--- src/rtl/g_3arb_rr_if.sv ---
// Request/grant bundle between requester macros and the 3-way arbiter.
// master = requester side, slave = arbiter side.
interface g_3arb_rr_if;
   logic [2:0] REQ;
   logic [2:0] GNT;
   logic [1:0] OWNER;
   logic       BUSY;
   logic       TMO;

   modport master (
      output REQ,
      input  GNT,
      input  OWNER,
      input  BUSY,
      input  TMO
   );

   modport slave (
      input  REQ,
      output GNT,
      output OWNER,
      output BUSY,
      output TMO
   );
endinterface

--- src/rtl/g_3arb_rr.sv ---
// Three-requester round-robin arbiter, registered one-hot grant, one dead cycle per handoff.
// Define G_3ARB_TIMEOUT_EN to force release after MAX_HOLD grant cycles under contention.
module g_3arb_rr #(
   parameter int MAX_HOLD = 8
) (
   input  logic        CK,
   input  logic        CDN,
   g_3arb_rr_if.slave  bus
);

   typedef enum logic [1:0] {
      IDLE  = 2'd0,
      GRANT = 2'd1,
      GAP   = 2'd2
   } state_t;

   if (MAX_HOLD < 2) begin : g_bad_hold
      $error("g_3arb_rr: MAX_HOLD must be >= 2");
   end

   state_t     state_q;
   logic [1:0] last_q;
   logic [2:0] gnt_q;
   logic [1:0] owner_q;
   logic       busy_q;

   logic [1:0] o1;
   logic [1:0] o2;
   logic [1:0] win;
   logic       any_req;
   logic       own_req;

   // Search order LAST+1, LAST+2, LAST; lower-priority candidates are overwritten.
   always_comb begin
      o1  = (last_q == 2'd2) ? 2'd0 : last_q + 2'd1;
      o2  = (o1 == 2'd2) ? 2'd0 : o1 + 2'd1;
      win = last_q;
      if (bus.REQ[o2]) win = o2;
      if (bus.REQ[o1]) win = o1;
   end

   assign any_req = |bus.REQ;
   assign own_req = |(gnt_q & bus.REQ);

`ifdef G_3ARB_TIMEOUT_EN
   localparam int CW = $clog2(MAX_HOLD);
   localparam logic [CW-1:0] CMAX = CW'(MAX_HOLD - 1);

   logic [CW-1:0] cnt_q;
   logic          tmo_q;
   logic          other;

   assign other = |(bus.REQ & ~gnt_q);
`endif

   always_ff @(posedge CK or negedge CDN) begin
      if (!CDN) begin
         state_q <= IDLE;
         last_q  <= 2'd2;
         gnt_q   <= 3'b000;
         owner_q <= 2'b11;
         busy_q  <= 1'b0;
`ifdef G_3ARB_TIMEOUT_EN
         cnt_q   <= '0;
         tmo_q   <= 1'b0;
`endif
      end else begin
`ifdef G_3ARB_TIMEOUT_EN
         tmo_q <= 1'b0;
`endif
         unique case (state_q)
            IDLE, GAP: begin
               if (any_req) begin
                  state_q <= GRANT;
                  gnt_q   <= 3'(3'b001 << win);
                  owner_q <= win;
                  busy_q  <= 1'b1;
                  last_q  <= win;
`ifdef G_3ARB_TIMEOUT_EN
                  cnt_q   <= '0;
`endif
               end else begin
                  state_q <= IDLE;
               end
            end
            GRANT: begin
               if (!own_req) begin
                  state_q <= GAP;
                  gnt_q   <= 3'b000;
                  owner_q <= 2'b11;
                  busy_q  <= 1'b0;
`ifdef G_3ARB_TIMEOUT_EN
               end else if (cnt_q == CMAX && other) begin
                  state_q <= GAP;
                  gnt_q   <= 3'b000;
                  owner_q <= 2'b11;
                  busy_q  <= 1'b0;
                  tmo_q   <= 1'b1;
               end else if (cnt_q != CMAX) begin
                  cnt_q   <= cnt_q + 1'b1;
`endif
               end
            end
            default: begin
               state_q <= IDLE;
               gnt_q   <= 3'b000;
               owner_q <= 2'b11;
               busy_q  <= 1'b0;
            end
         endcase
      end
   end

   assign bus.GNT   = gnt_q;
   assign bus.OWNER = owner_q;
   assign bus.BUSY  = busy_q;
`ifdef G_3ARB_TIMEOUT_EN
   assign bus.TMO   = tmo_q;
`else
   assign bus.TMO   = 1'b0;
`endif

endmodule

--- src/flat_wrapper.sv ---
// flat-port wrapper written by rule: the top's interface ports become plain ports
module g_3arb_rr_flat 
#(
   parameter int MAX_HOLD = 8
)
  (CK, CDN, bus_REQ, bus_GNT, bus_OWNER, bus_BUSY, bus_TMO);
  g_3arb_rr_if bus_i ();
  input  logic CK;
  input  logic CDN;
  input wire logic [$bits(bus_i.REQ)-1:0] bus_REQ;
  output wire logic [$bits(bus_i.GNT)-1:0] bus_GNT;
  output wire logic [$bits(bus_i.OWNER)-1:0] bus_OWNER;
  output wire logic [$bits(bus_i.BUSY)-1:0] bus_BUSY;
  output wire logic [$bits(bus_i.TMO)-1:0] bus_TMO;
  assign bus_i.REQ = bus_REQ;
  assign bus_GNT = bus_i.GNT;
  assign bus_OWNER = bus_i.OWNER;
  assign bus_BUSY = bus_i.BUSY;
  assign bus_TMO = bus_i.TMO;
  g_3arb_rr #(.MAX_HOLD(MAX_HOLD)) u_core (.CK(CK), .CDN(CDN), .bus(bus_i));
endmodule
--- config.mk ---
export PLATFORM = sky130hd
export DESIGN_NAME = g_3arb_rr_flat
export DESIGN_NICKNAME = d
export VERILOG_FILES = /design/src/rtl/g_3arb_rr_if.sv /design/src/rtl/g_3arb_rr.sv /design/src/flat_wrapper.sv
export SDC_FILE = /design/constraint.sdc
export NUM_CORES = 1
export LEC_CHECK = 0
export ABC_AREA = 1
export CAP_MARGIN = 0
export CORE_MARGIN = 2
export CORE_UTILIZATION = 33
export DETAILED_ROUTE_END_ITERATION = 10
export PLACE_DENSITY = 0.61
export SYNTH_ARGS = -nofsm -noshare
export SYNTH_HDL_FRONTEND = slang
export SYNTH_SLANG_ARGS = --single-unit
--- constraint.sdc ---
create_clock -name CK -period 1.4 [get_ports CK]
set_input_delay 0.28 -clock CK [delete_from_list [all_inputs] [get_ports CK]]
set_output_delay 0.28 -clock CK [all_outputs]
set_load 0.02 [all_outputs]
==> metrics.txt, run 1 <==
commonest non-fill, non-tap cell in the layout=nand2_1; status=completed; Cells after Synth=72; RSZ-0062 raised after global routing=yes; synthesis-to-layout area growth=31.9%; Post-Route M1 WL=611 um; synthesized cell area=572 um2; Yosys top cell area share=0.306; Root Buffer=clkbuf_4; max-slew violations=0; Fin. Hold Viols=0; critical path's slowest cell=dfstp_2; Core ar.=0.00167 mm2; CP Capture Type=flip-flop; CTS Buffer Depth=2; Ant. Diodes=0; site row count=15; worst flop-to-flop path startpoint=u_core.last_q[1]$_DFFE_PN1N_; die area=0.00208 mm2; Routed Antenna Nets=0; WL met3=59 um; Die Wd=45.6 um; Worst-Skew Late Latency=between 0.2 and 0.3 ns; initial antenna violation count=0; I/O Buffers=10; clock-pin slew on the worst setup and hold paths=0.07 ns; Worst Skew=0.00219 ns; Vias/cell=4.59; WP data required=1.57 ns; WP buf/inv=2; via count=between 400 and 500; VDD IR max=0.980 mV; Most common cell on crit path=nand2_1; share of layout cells above drive strength 1=0.378; Placed Cells=around 100; most frequent cells in the layout=nand2_1 (23), dfrtp_1 (7), inv_2 (6), inv_1 (6), buf_4 (5); global route overflow=0; number of global-route vias before repair=approximately 470; WL/cell=11.4 um; # IOs=12; # setup viols final=0; die height=45.6 um; top cells by area, synth=dfrtp_1 (31%), nand2_1 (16%), dfstp_2 (14%); final RePlAce weighted congestion=slightly below 0.8; Post-DP HPWL=about 940 um; crit path kind=reg -> reg; R2R depth=9; post-synth cell types=20; #FFs+latches synth=10; first-pass GRT wire length=2.00 mm; top sig layer=met4; slowest cell delay on critical path=about 0.56 ns; Highest Clock Rate=0.741 GHz; total wire length=roughly 1.2 mm; leakage power=0.402 nW; CTS tree=done; clk sinks=10; synth warn=0; CP startpoint kind=flip-flop; Detail Route met2 WL=529 um; Reg2Reg Setup Slack=0.05 ns; DRC viols=0; worst-path fanout max=5; GRT Total Usage=0.141; FILL cells=167; DRT iter0 DRCs=8; TritonRoute pass-1 iters=3; mean post-synth cell area=7.94 um2; worst hold path class=in -> async; Cell Chain, Critical Path=inv_2 > nand3_2 > nand2_1 > nor2_4 > nand2_2 > nand3_4 > inv_2 > nand2_1 > nand2_1; register area share after synthesis=0.444; Crit path max-delay family=flip-flops; crit path DAT=1.52 ns; Final min period=1.35 ns; number of clock buffers inserted by TritonCTS=3; Fin Hold WS=0.321 ns; # H-tree levels=1; Yosys top cell by area=dfrtp_1; period utilization=0.964; Design Power=1.75 mW; power per cell area=2320 mW/mm2; MaxCap Viol Count=0; Mapped Nets=77; Layout Nets=between 90 and 100; r2r endpoint=u_core.bus.GNT[1]$_DFFE_PN0P_; pin count of the biggest net entering global routing=11; Finished Layout Cells=roughly 110; Starting Density=0.342
## routing by layer
metal  up-vias  track usage
li1        258            -
met4         0       0.0882
met2        10        0.194
met5         -            0
met1       221        0.188
met3         2       0.0437
## sequential cells by signal, indices dropped and copies added, names as in the netlist
signal	flops
u_core.state_q	2
u_core.bus.GNT	3
u_core.last_q	2
u_core.bus.BUSY	1
u_core.bus.OWNER	2
## worst max-delay path by stage
stage                                     from                             to  slack, ns  cells past startpoint
6_report          u_core.last_q[1]$_DFFE_PN1N_  u_core.bus.GNT[1]$_DFFE_PN0P_       0.05                      9
3_3_place_gp                        bus_REQ[2]  u_core.bus.GNT[1]$_DFFE_PN0P_      -0.15                      8
5_1_grt           u_core.last_q[1]$_DFFE_PN1N_  u_core.bus.GNT[1]$_DFFE_PN0P_      -0.02                      9
3_5_place_dp                        bus_REQ[2]  u_core.bus.GNT[1]$_DFFE_PN0P_      -0.15                      8
4_1_cts        u_core.bus.OWNER[0]$_DFFE_PN1P_                   bus_OWNER[0]      0.006                      1
2_1_floorplan     u_core.last_q[1]$_DFFE_PN1N_  u_core.bus.GNT[1]$_DFFE_PN0P_       0.18                      9
## area by class of cell
type                    instances  area [um2]  share of cell area
clock buffers                   4        36.3              0.0481
inverters                      12        45.0              0.0597
multi-input cells              49         275               0.365
flip-flops and latches         10         254               0.337
well taps                      17        21.3              0.0282
repair buffers                 15         123               0.163
## through the flow
stage | TNS [ns] | cell area (um2) | utilization | setup WS (ns)
floorplan | 0 | 572 | - | 0.180
global placement | -0.786 | 723 | 0.433 | -0.153
detailed placement | -0.781 | 723 | 0.433 | -0.153
CTS | 0 | 754 | 0.452 | 0.00626
global route | -0.0230 | 754 | 0.452 | -0.0230
finish | 0 | 754 | 0.452 | 0.0506
## cell usage after synthesis
| library cell | n |
|---|---|
| dfstp_2 | 3 |
| nor2_1 | 1 |
| nor2_2 | 1 |
| conb_1 | 1 |
| nand2_2 | 3 |
| dfrtp_1 | 7 |
| o21ai_1 | 1 |
| inv_1 | 6 |
| buf_4 | 1 |
| nand2_1 | 24 |
| inv_2 | 6 |
| nor2_4 | 2 |
| a21oi_2 | 1 |
| nand4_1 | 1 |
| o21ai_2 | 1 |
| nor3_1 | 1 |
| or2_0 | 1 |
| o21ai_0 | 2 |
| nand3_2 | 5 |
| nand3_1 | 4 |
## repair_timing
action	in CTS	in global routing
hold buffers	0	0
setup endpoints to repair	6	4
pin swaps	0	0
setup buffers	0	0
gates resized for setup	8	4
## report_power, final
part	total [mW]	switching, mW	leakage (nW)	internal, mW
Clock	0.267	0.109	0.0210	0.158
Sequential	0.555	0.104	0.120	0.451
Combinational	0.930	0.569	0.261	0.361
Total	1.75	0.781	0.402	0.971
## cell families after synthesis
kind of cell | Yosys count | share of synthesized area
AO/OA/AOI/OAI | 5 | 0.0569
buffers and inverters | 13 | 0.0919
flip-flops | 10 | 0.444
other | 1 | 0.00656
AND/OR/NAND/NOR | 43 | 0.400
No activity file was read; power rests on OpenSTA's default activity.
==> inputs of run 2 (changes only) <==
--- a/config.mk
+++ b/config.mk
@@ -6,7 +6,6 @@
 export NUM_CORES = 1
 export LEC_CHECK = 0
 export ABC_AREA = 1
-export CAP_MARGIN = 0
 export CORE_MARGIN = 2
 export CORE_UTILIZATION = 33
 export DETAILED_ROUTE_END_ITERATION = 10
==> results of run 2 <==
Final layout, timing and power as in run 1 (identical DEF).
